**src/rtl/fifo_wr_arbiter.sv**
```systemverilog
// Round-robin arbiter sharing the async FIFO write port among NREQ wclk-domain requesters.
// Optional owner-stall counter is built when WR_ARB_STALL_CNT_EN is defined.
module fifo_wr_arbiter #(
    parameter int NREQ     = 4,
    parameter int DSIZE    = 8,
    parameter int MAXBURST = 4
) (
    input  logic                  wclk,
    input  logic                  wrst_n,
    input  logic [NREQ-1:0]       req,
    input  logic [NREQ*DSIZE-1:0] req_data,
    input  logic [NREQ-1:0]       req_last,
    input  logic                  wfull,
    output logic [NREQ-1:0]       gnt,
    output logic [NREQ-1:0]       ack,
    output logic                  winc,
    output logic [DSIZE-1:0]      wdata,
    output logic                  busy,
    output logic [15:0]           stall_cnt
);

    localparam int OW = $clog2(NREQ);
    localparam int BW = $clog2(MAXBURST) + 1;
    localparam logic [BW-1:0]   BEAT_LAST = BW'(MAXBURST - 1);
    localparam logic [OW-1:0]   OWN_MAX   = OW'(NREQ - 1);
    localparam logic [NREQ-1:0] ONE       = NREQ'(1);

    typedef enum logic {IDLE, BURST} state_t;

    state_t          state_q, state_d;
    logic [OW-1:0]   owner_q, owner_d;
    logic [OW-1:0]   rr_ptr_q, rr_ptr_d;
    logic [BW-1:0]   beat_q, beat_d;
    logic [NREQ-1:0] gnt_d;
    logic [OW-1:0]   pick;
    logic            accept;

    // Round-robin search starting at rr_ptr, wrapping at NREQ (non-power-of-2 safe)
    always_comb begin
        int            idx;
        logic          found;
        logic [OW-1:0] cand;
        idx   = 0;
        found = 1'b0;
        cand  = '0;
        pick  = '0;
        for (int k = 0; k < NREQ; k++) begin
            idx = int'(rr_ptr_q) + k;
            if (idx >= NREQ) idx = idx - NREQ;
            cand = idx[OW-1:0];
            if (!found && req[cand]) begin
                found = 1'b1;
                pick  = cand;
            end
        end
    end

    always_comb begin
        state_d  = state_q;
        owner_d  = owner_q;
        rr_ptr_d = rr_ptr_q;
        beat_d   = beat_q;
        gnt_d    = gnt;
        accept   = 1'b0;
        ack      = '0;
        winc     = 1'b0;
        wdata    = '0;
        case (state_q)
            IDLE: begin
                if (|req) begin
                    owner_d = pick;
                    gnt_d   = ONE << pick;
                    beat_d  = '0;
                    state_d = BURST;
                end else begin
                    gnt_d = '0;
                end
            end
            BURST: begin
                wdata  = req_data[owner_q*DSIZE +: DSIZE];
                accept = req[owner_q] & ~wfull;
                if (accept) begin
                    ack    = ONE << owner_q;
                    winc   = 1'b1;
                    beat_d = beat_q + 1'b1;
                end
                // A full FIFO holds the grant; only withdrawal, last word or burst limit rotate
                if (!req[owner_q] || (accept && (req_last[owner_q] || beat_q == BEAT_LAST))) begin
                    state_d  = IDLE;
                    rr_ptr_d = (owner_q == OWN_MAX) ? '0 : owner_q + 1'b1;
                    gnt_d    = '0;
                end
            end
            default: state_d = IDLE;
        endcase
    end

    always_ff @(posedge wclk) begin
        if (!wrst_n) begin
            state_q  <= IDLE;
            owner_q  <= '0;
            rr_ptr_q <= '0;
            beat_q   <= '0;
            gnt      <= '0;
        end else begin
            state_q  <= state_d;
            owner_q  <= owner_d;
            rr_ptr_q <= rr_ptr_d;
            beat_q   <= beat_d;
            gnt      <= gnt_d;
        end
    end

    assign busy = (state_q == BURST);

`ifdef WR_ARB_STALL_CNT_EN
    logic [15:0] stall_q;

    always_ff @(posedge wclk) begin
        if (!wrst_n) begin
            stall_q <= '0;
        end else if (state_q == BURST && req[owner_q] && wfull && stall_q != 16'hFFFF) begin
            stall_q <= stall_q + 16'd1;
        end
    end

    assign stall_cnt = stall_q;
`else
    assign stall_cnt = 16'h0000;
`endif

endmodule
```
**config.mk**
```make
export PLATFORM = sky130hd
export DESIGN_NAME = fifo_wr_arbiter
export DESIGN_NICKNAME = d
export VERILOG_FILES = /design/src/rtl/fifo_wr_arbiter.sv
export SDC_FILE = /design/constraint.sdc
export NUM_CORES = 1
export LEC_CHECK = 0
export CAP_MARGIN = 10
export CORE_AREA = 2 2 63 65
export DETAILED_ROUTE_END_ITERATION = 8
export DIE_AREA = 0 0 65 67
export PLACE_DENSITY = 0.74
export SYNTH_ARGS = -nofsm -noshare
export SYNTH_HDL_FRONTEND = slang
export SYNTH_SLANG_ARGS = --single-unit
```
**constraint.sdc**
```tcl
create_clock -name wclk -period 1.8 [get_ports wclk]
set_input_delay 0.36 -clock wclk [delete_from_list [all_inputs] [get_ports wclk]]
set_output_delay 0.36 -clock wclk [all_outputs]
set_load 0.02 [all_outputs]
```
After elaboration in Yosys (flattened, before gate mapping)
Cells that the tools add are included.
{"block": "totals", "ff_bits": 12, "inputBits": 43, "output_inout_bits": 34, "elab_cells": 86}
{"block": "classes", "n_addsub": 9, "n_lt_le_gt_ge": 9, "n_eq_ne": 5, "n_shift": 3, "muxes": 38, "n_bitwise": 3, "reduce_logical": 14}
{"op": "$shiftx 32x6->8", "n": 1}
{"op": "$mux 2", "n": 9}
{"op": "$mux 4", "n": 4}
{"op": "$lt 2x3->1 const B", "n": 5}
{"op": "$mux 1", "n": 13}
{"op": "$bmux 1 s2", "n": 6}
{"op": "$ge 3x3->1 const B", "n": 3}
{"op": "$mux 8", "n": 1}
{"op": "$pmux 4 s2", "n": 1}
{"op": "$shl 1x2->4 const A", "n": 2}
{"op": "$sub 2x1->2 const B", "n": 4}
{"op": "$add 2x2->3 const B", "n": 2}
{"op": "$mux 3", "n": 2}
{"op": "$pmux 3 s2", "n": 1}
{"op": "$reduce_and 2->1", "n": 3}
{"op": "$logic_and 1x1->1", "n": 4}
{"op": "$logic_not 1->1", "n": 4}
{"op": "$ne 2x1->1 const B", "n": 2}
{"op": "$reduce_or 4->1", "n": 1}
{"op": "$add 2x1->3 const B", "n": 1}
{"op": "$add 3x1->3 const B", "n": 1}
{"op": "$eq 3x2->1 const B", "n": 1}
{"op": "$ge 2x3->1 const B", "n": 1}
{"op": "$add 2x1->2 const B", "n": 1}
{"op": "6 further kinds", "n": 8}

Logic depth before layout (Yosys ltp)
{"block": "logic_depth", "ltp_word": 17, "ltp_mapped": 7, "mapped_depth_nobuf": 7}

Worst setup path after synthesis
No wires, ideal clock.
{"block": "synth_timing", "kind": "reg-to-output", "from": "register owner_q[0]", "to": "output port wdata[0]", "arrival_time_ns": 1.466, "slack_ns": -0.026, "path_stages_with_launch": 5, "path_buffers": 2, "path_cell_list": "dfxtp_1 buf_6 buf_2 mux4_2 and2_1"}
{"block": "synth_between", "elab_chain_len": 2}
{"item": "start: declaration", "line": "31", "text": "logic [OW-1:0] owner_q, owner_d;"}
{"item": "start signal: assignment", "line": "107", "text": "owner_q <= owner_d;"}
{"item": "$shiftx 32x6->8", "line": "80", "text": "wdata = req_data[owner_q*DSIZE +: DSIZE];"}
{"item": "$mux 8", "line": "68", "text": "case (state_q)"}
{"item": "end: declaration", "line": "17", "text": "output logic [DSIZE-1:0] wdata,"}
Every way passes these cells.

Worst setup path in the final report
{"block": "layout_timing", "from": "register owner_q[0]", "to": "output port ack[1]"}
{"block": "layout_between", "elab_chain_len": 5}
{"item": "$bmux 1 s2", "line": "81", "text": "accept = req[owner_q] & ~wfull;"}
{"item": "$mux 1 (not written as such)", "line": "81"}
{"item": "$and 1x1->1", "line": "81"}
{"item": "$mux 4 *", "line": "82", "text": "if (accept) begin"}
{"item": "$mux 4 *", "line": "68"}
{"item": "end: declaration", "line": "15", "text": "output logic [NREQ-1:0] ack,"}
Every way passes the cells marked *; elsewhere a longest branch is shown, timed or not. The select of a mux whose other input is x is not followed.

==> impl_metrics.py <==
metrics = {
    "pwr": {
        "power.share.combinational": 0.443,
        "ir_drop_uv": 297,
        "switching_share": 0.300,
        "leakagePower_nw": 0.813,
        "p_sw_uw": 320,
        "finalPower_mw": 1.07,
        "p_int_uw": 748,
        "clock_power_share": 0.278,
        "seqPwrFrac": 0.280,
        "p_per_area_mw_per_mm2": 551,
    },
    "sta": {
        "timing.final.crit_share": 1.10,
        "hold_violations": 0,
        "max_freq_ghz": 0.505,
        "rsz0062_at_grt": "true",
        "skew_ns": 0.000569,
        "finalMaxSlewViolations": 0,
        "period_needed_ns": 1.98,
        "timing.hold.ws_ns": 0.480,
        "setup_slack_ns": -0.181,
        "setup_viol": 13,
    },
    "floorplanning": {
        "coreArea_mm2": 0.00361,
        "dieArea_mm2": 0.00436,
        "num_rows": 22,
        "die_width_um": 65,
        "pin_count": 77,
        "die_y_um": 67,
        "initial_core_util": 0.301,
    },
    "worst_setup_path": {
        "cp_cell_sequence": "mux4_2 > nand2_2 > nor2_4 > and2_4 > buf_6",
        "setup.worst_path.start_class": "flip-flop",
        "cp.arrival_ns": 1.62,
        "crit_type": "flip-flop to output pin",
        "path_buf_inv": 1,
        "worstPathRequired_ns": 1.44,
        "critical_path.slowest_cell": "mux4_2",
        "cp_max_fo": 7,
        "critPathCaptureType": "output pin",
        "crit_family": "multiplexers",
        "cpPeakStageDelay_ns": 0.53,
    },
    "clocking": {
        "cts_tree": "built",
        "cts_made_buffers": 3,
        "clk_latency_ns": 0.24,
        "cts_root_buf": "clkbuf_8",
        "path_clk_slew_ns": 0.05,
        "cts_buffer_depth": 2,
        "cts_sinks": 12,
        "h-tree-depth": 1,
    },
    "grt": {
        "overflow": 0,
        "grt_pass1_wl_mm": 5.16,
        "antenna_found_initial": 0,
        "grt_start_max_net_pins": 14,
        "grt_usage": 0.156,
        "grt_pass1_vias": 1137,
    },
    "synth": {
        "synth_cell_types": 34,
        "syn_avg_cell_area_um2": 9.05,
        "ys_seq_elements": 12,
        "ys_seq_area_frac": 0.221,
        "yosys_warnings": 0,
        "syn-cell-area_mm2": 0.00109,
        "syn_inst": 120,
    },
    "final_layout": {
        "layout_commonest_cell": "clkdlybuf4s50_1",
        "final_core_util": 0.537,
        "diodes": 0,
        "final_cell_mix": "clkdlybuf4s50_1, buf_4, conb_1, buf_6, and2_4",
        "area.growth.synth_to_final_pct": 78.5,
        "fin_nets": 248,
        "layout-drive-gt1-share": 0.328,
    },
    "status": {
        "status": "finished with violations",
        "violations": "setup timing",
    },
    "flow_run": {
        "maxCapViolations": 0,
    },
    "drt": {
        "dr.pass1.iters": 4,
        "wirelength_mm": 3.27,
        "drt_iter0_drc": 25,
        "via_count": 1126,
        "viasPerCell": 4.58,
        "drc_errors": 0,
        "antenna_left": 0,
        "post_drt_wl_per_cell_um": 13.3,
    },
    "hold_path": {
        "hp-class": "flip-flop to flip-flop",
    },
    "place": {
        "dp_hpwl_mm": 2.61,
        "place_congestion": 0.790,
        "portBuffers": 60,
    },
}
## stage by stage
step / instances / setup TNS (ns) / area [µm²] / setup slack, ns
floorplan: 135 / 0 / 1140 / 0.0402
global placement: 236 / -8.48 / 1770 / -0.729
detailed placement: 236 / -9.11 / 1770 / -0.750
CTS: 245 / -1.85 / 1920 / -0.194
global route: 246 / -2.22 / 1940 / -0.231
finish: 246 / -1.59 / 1940 / -0.181
## area by class of cell
cell class | count | area, µm²
timing repair buffer | 79 | 786
sequential | 12 | 244
tap | 48 | 60.1
clock buffer | 4 | 55.1
multi-input combinational | 97 | 771
fill | 321 | 1670
inverter | 6 | 22.5
## logic make-up after synthesis
group	count (synthesis)	synth area share
AO/OA/AOI/OAI	16	0.0922
flip-flops	12	0.221
buffers and inverters	26	0.154
AND/OR/NAND/NOR	44	0.207
other	1	0.00345
multiplexers	15	0.252
adder cells (fa/ha/maj)	6	0.0691
## registers in the layout, summed over array words and instances (netlist names)
register / cells
gnt: 4
owner_q: 2
beat_q: 3
busy: 1
rr_ptr_q: 2
## synthesized netlist by cell type, drive strengths merged
| master | n | area, µm² |
|---|---|---|
| nand2b | 1 | 6.26 |
| nand3 | 5 | 25.0 |
| clkbuf | 1 | 3.75 |
| mux4 | 9 | 203 |
| and2 | 12 | 75.1 |
| o41ai | 1 | 8.76 |
| inv | 5 | 18.8 |
| o21ai | 3 | 15.0 |
| o211ai | 1 | 7.51 |
| buf | 19 | 141 |
| nand2 | 9 | 36.3 |
| clkinv | 1 | 3.75 |
| a221oi | 1 | 8.76 |
| ha | 6 | 75.1 |
| o31ai | 1 | 7.51 |
| or2 | 1 | 6.26 |
| mux2i | 3 | 30.0 |
| nor3 | 1 | 5.00 |
| nor2 | 12 | 52.6 |
| or3 | 1 | 6.26 |
| mux2 | 3 | 41.3 |
| a32oi | 1 | 8.76 |
| nor4 | 1 | 6.26 |
| o22ai | 1 | 6.26 |
| o21a | 1 | 7.51 |
| dfxtp | 12 | 240 |
| conb | 1 | 3.75 |
| nor2b | 1 | 6.26 |
| a21oi | 6 | 30.0 |
## power by group through the flow
stage / logic, mW / registers [mW] / clock network [mW]
after floorplan: 0.233 / 0.309 / 0
after global placement: 0.419 / 0.301 / 0
after detailed placement: 0.423 / 0.302 / 0
after CTS: 0.468 / 0.299 / 0.305
after global routing: 0.510 / 0.301 / 0.316
final: 0.473 / 0.299 / 0.296
## worst min-delay path, cell delays in order, from the launching register on
cell and delay, ns:
dfxtp_1 0.31, nand3_1 0.06, o31ai_1 0.06
## layer usage
| layer | track usage | part of all wire | vias to the layer above |
|---|---|---|---|
| li1 | - | - | 544 |
| met1 | 0.175 | 0.37 | 517 |
| met4 | 0.0239 | 0.0058 | 0 |
| met5 | 0 | 0 | - |
| met2 | 0.282 | 0.50 | 62 |
| met3 | 0.0608 | 0.12 | 3 |
## path summary, 6_finish.rpt
check | depth (start not counted) | from | endpoint | slack [ns]
hold / removal | 2 | gnt[3]$_SDFFE_PN0P_ | gnt[3]$_SDFFE_PN0P_ | 0.48
hold reg to reg | 2 | gnt[3]$_SDFFE_PN0P_ | gnt[3]$_SDFFE_PN0P_ | 0.48
setup reg to reg | 6 | owner_q[0]$_SDFFE_PN0P_ | beat_q[2]$_SDFFE_PN0P_ | 0.10
setup / recovery | 5 | owner_q[0]$_SDFFE_PN0P_ | ack[1] | -0.18
## repair_timing
item	in CTS	in global routing
setup buffers	4	1
gates resized for setup	98	2
hold buffers	0	0
gates cloned	1	0
pin swaps	14	0
setup endpoints to repair	13	15
(Power assumes the default switching activity.)
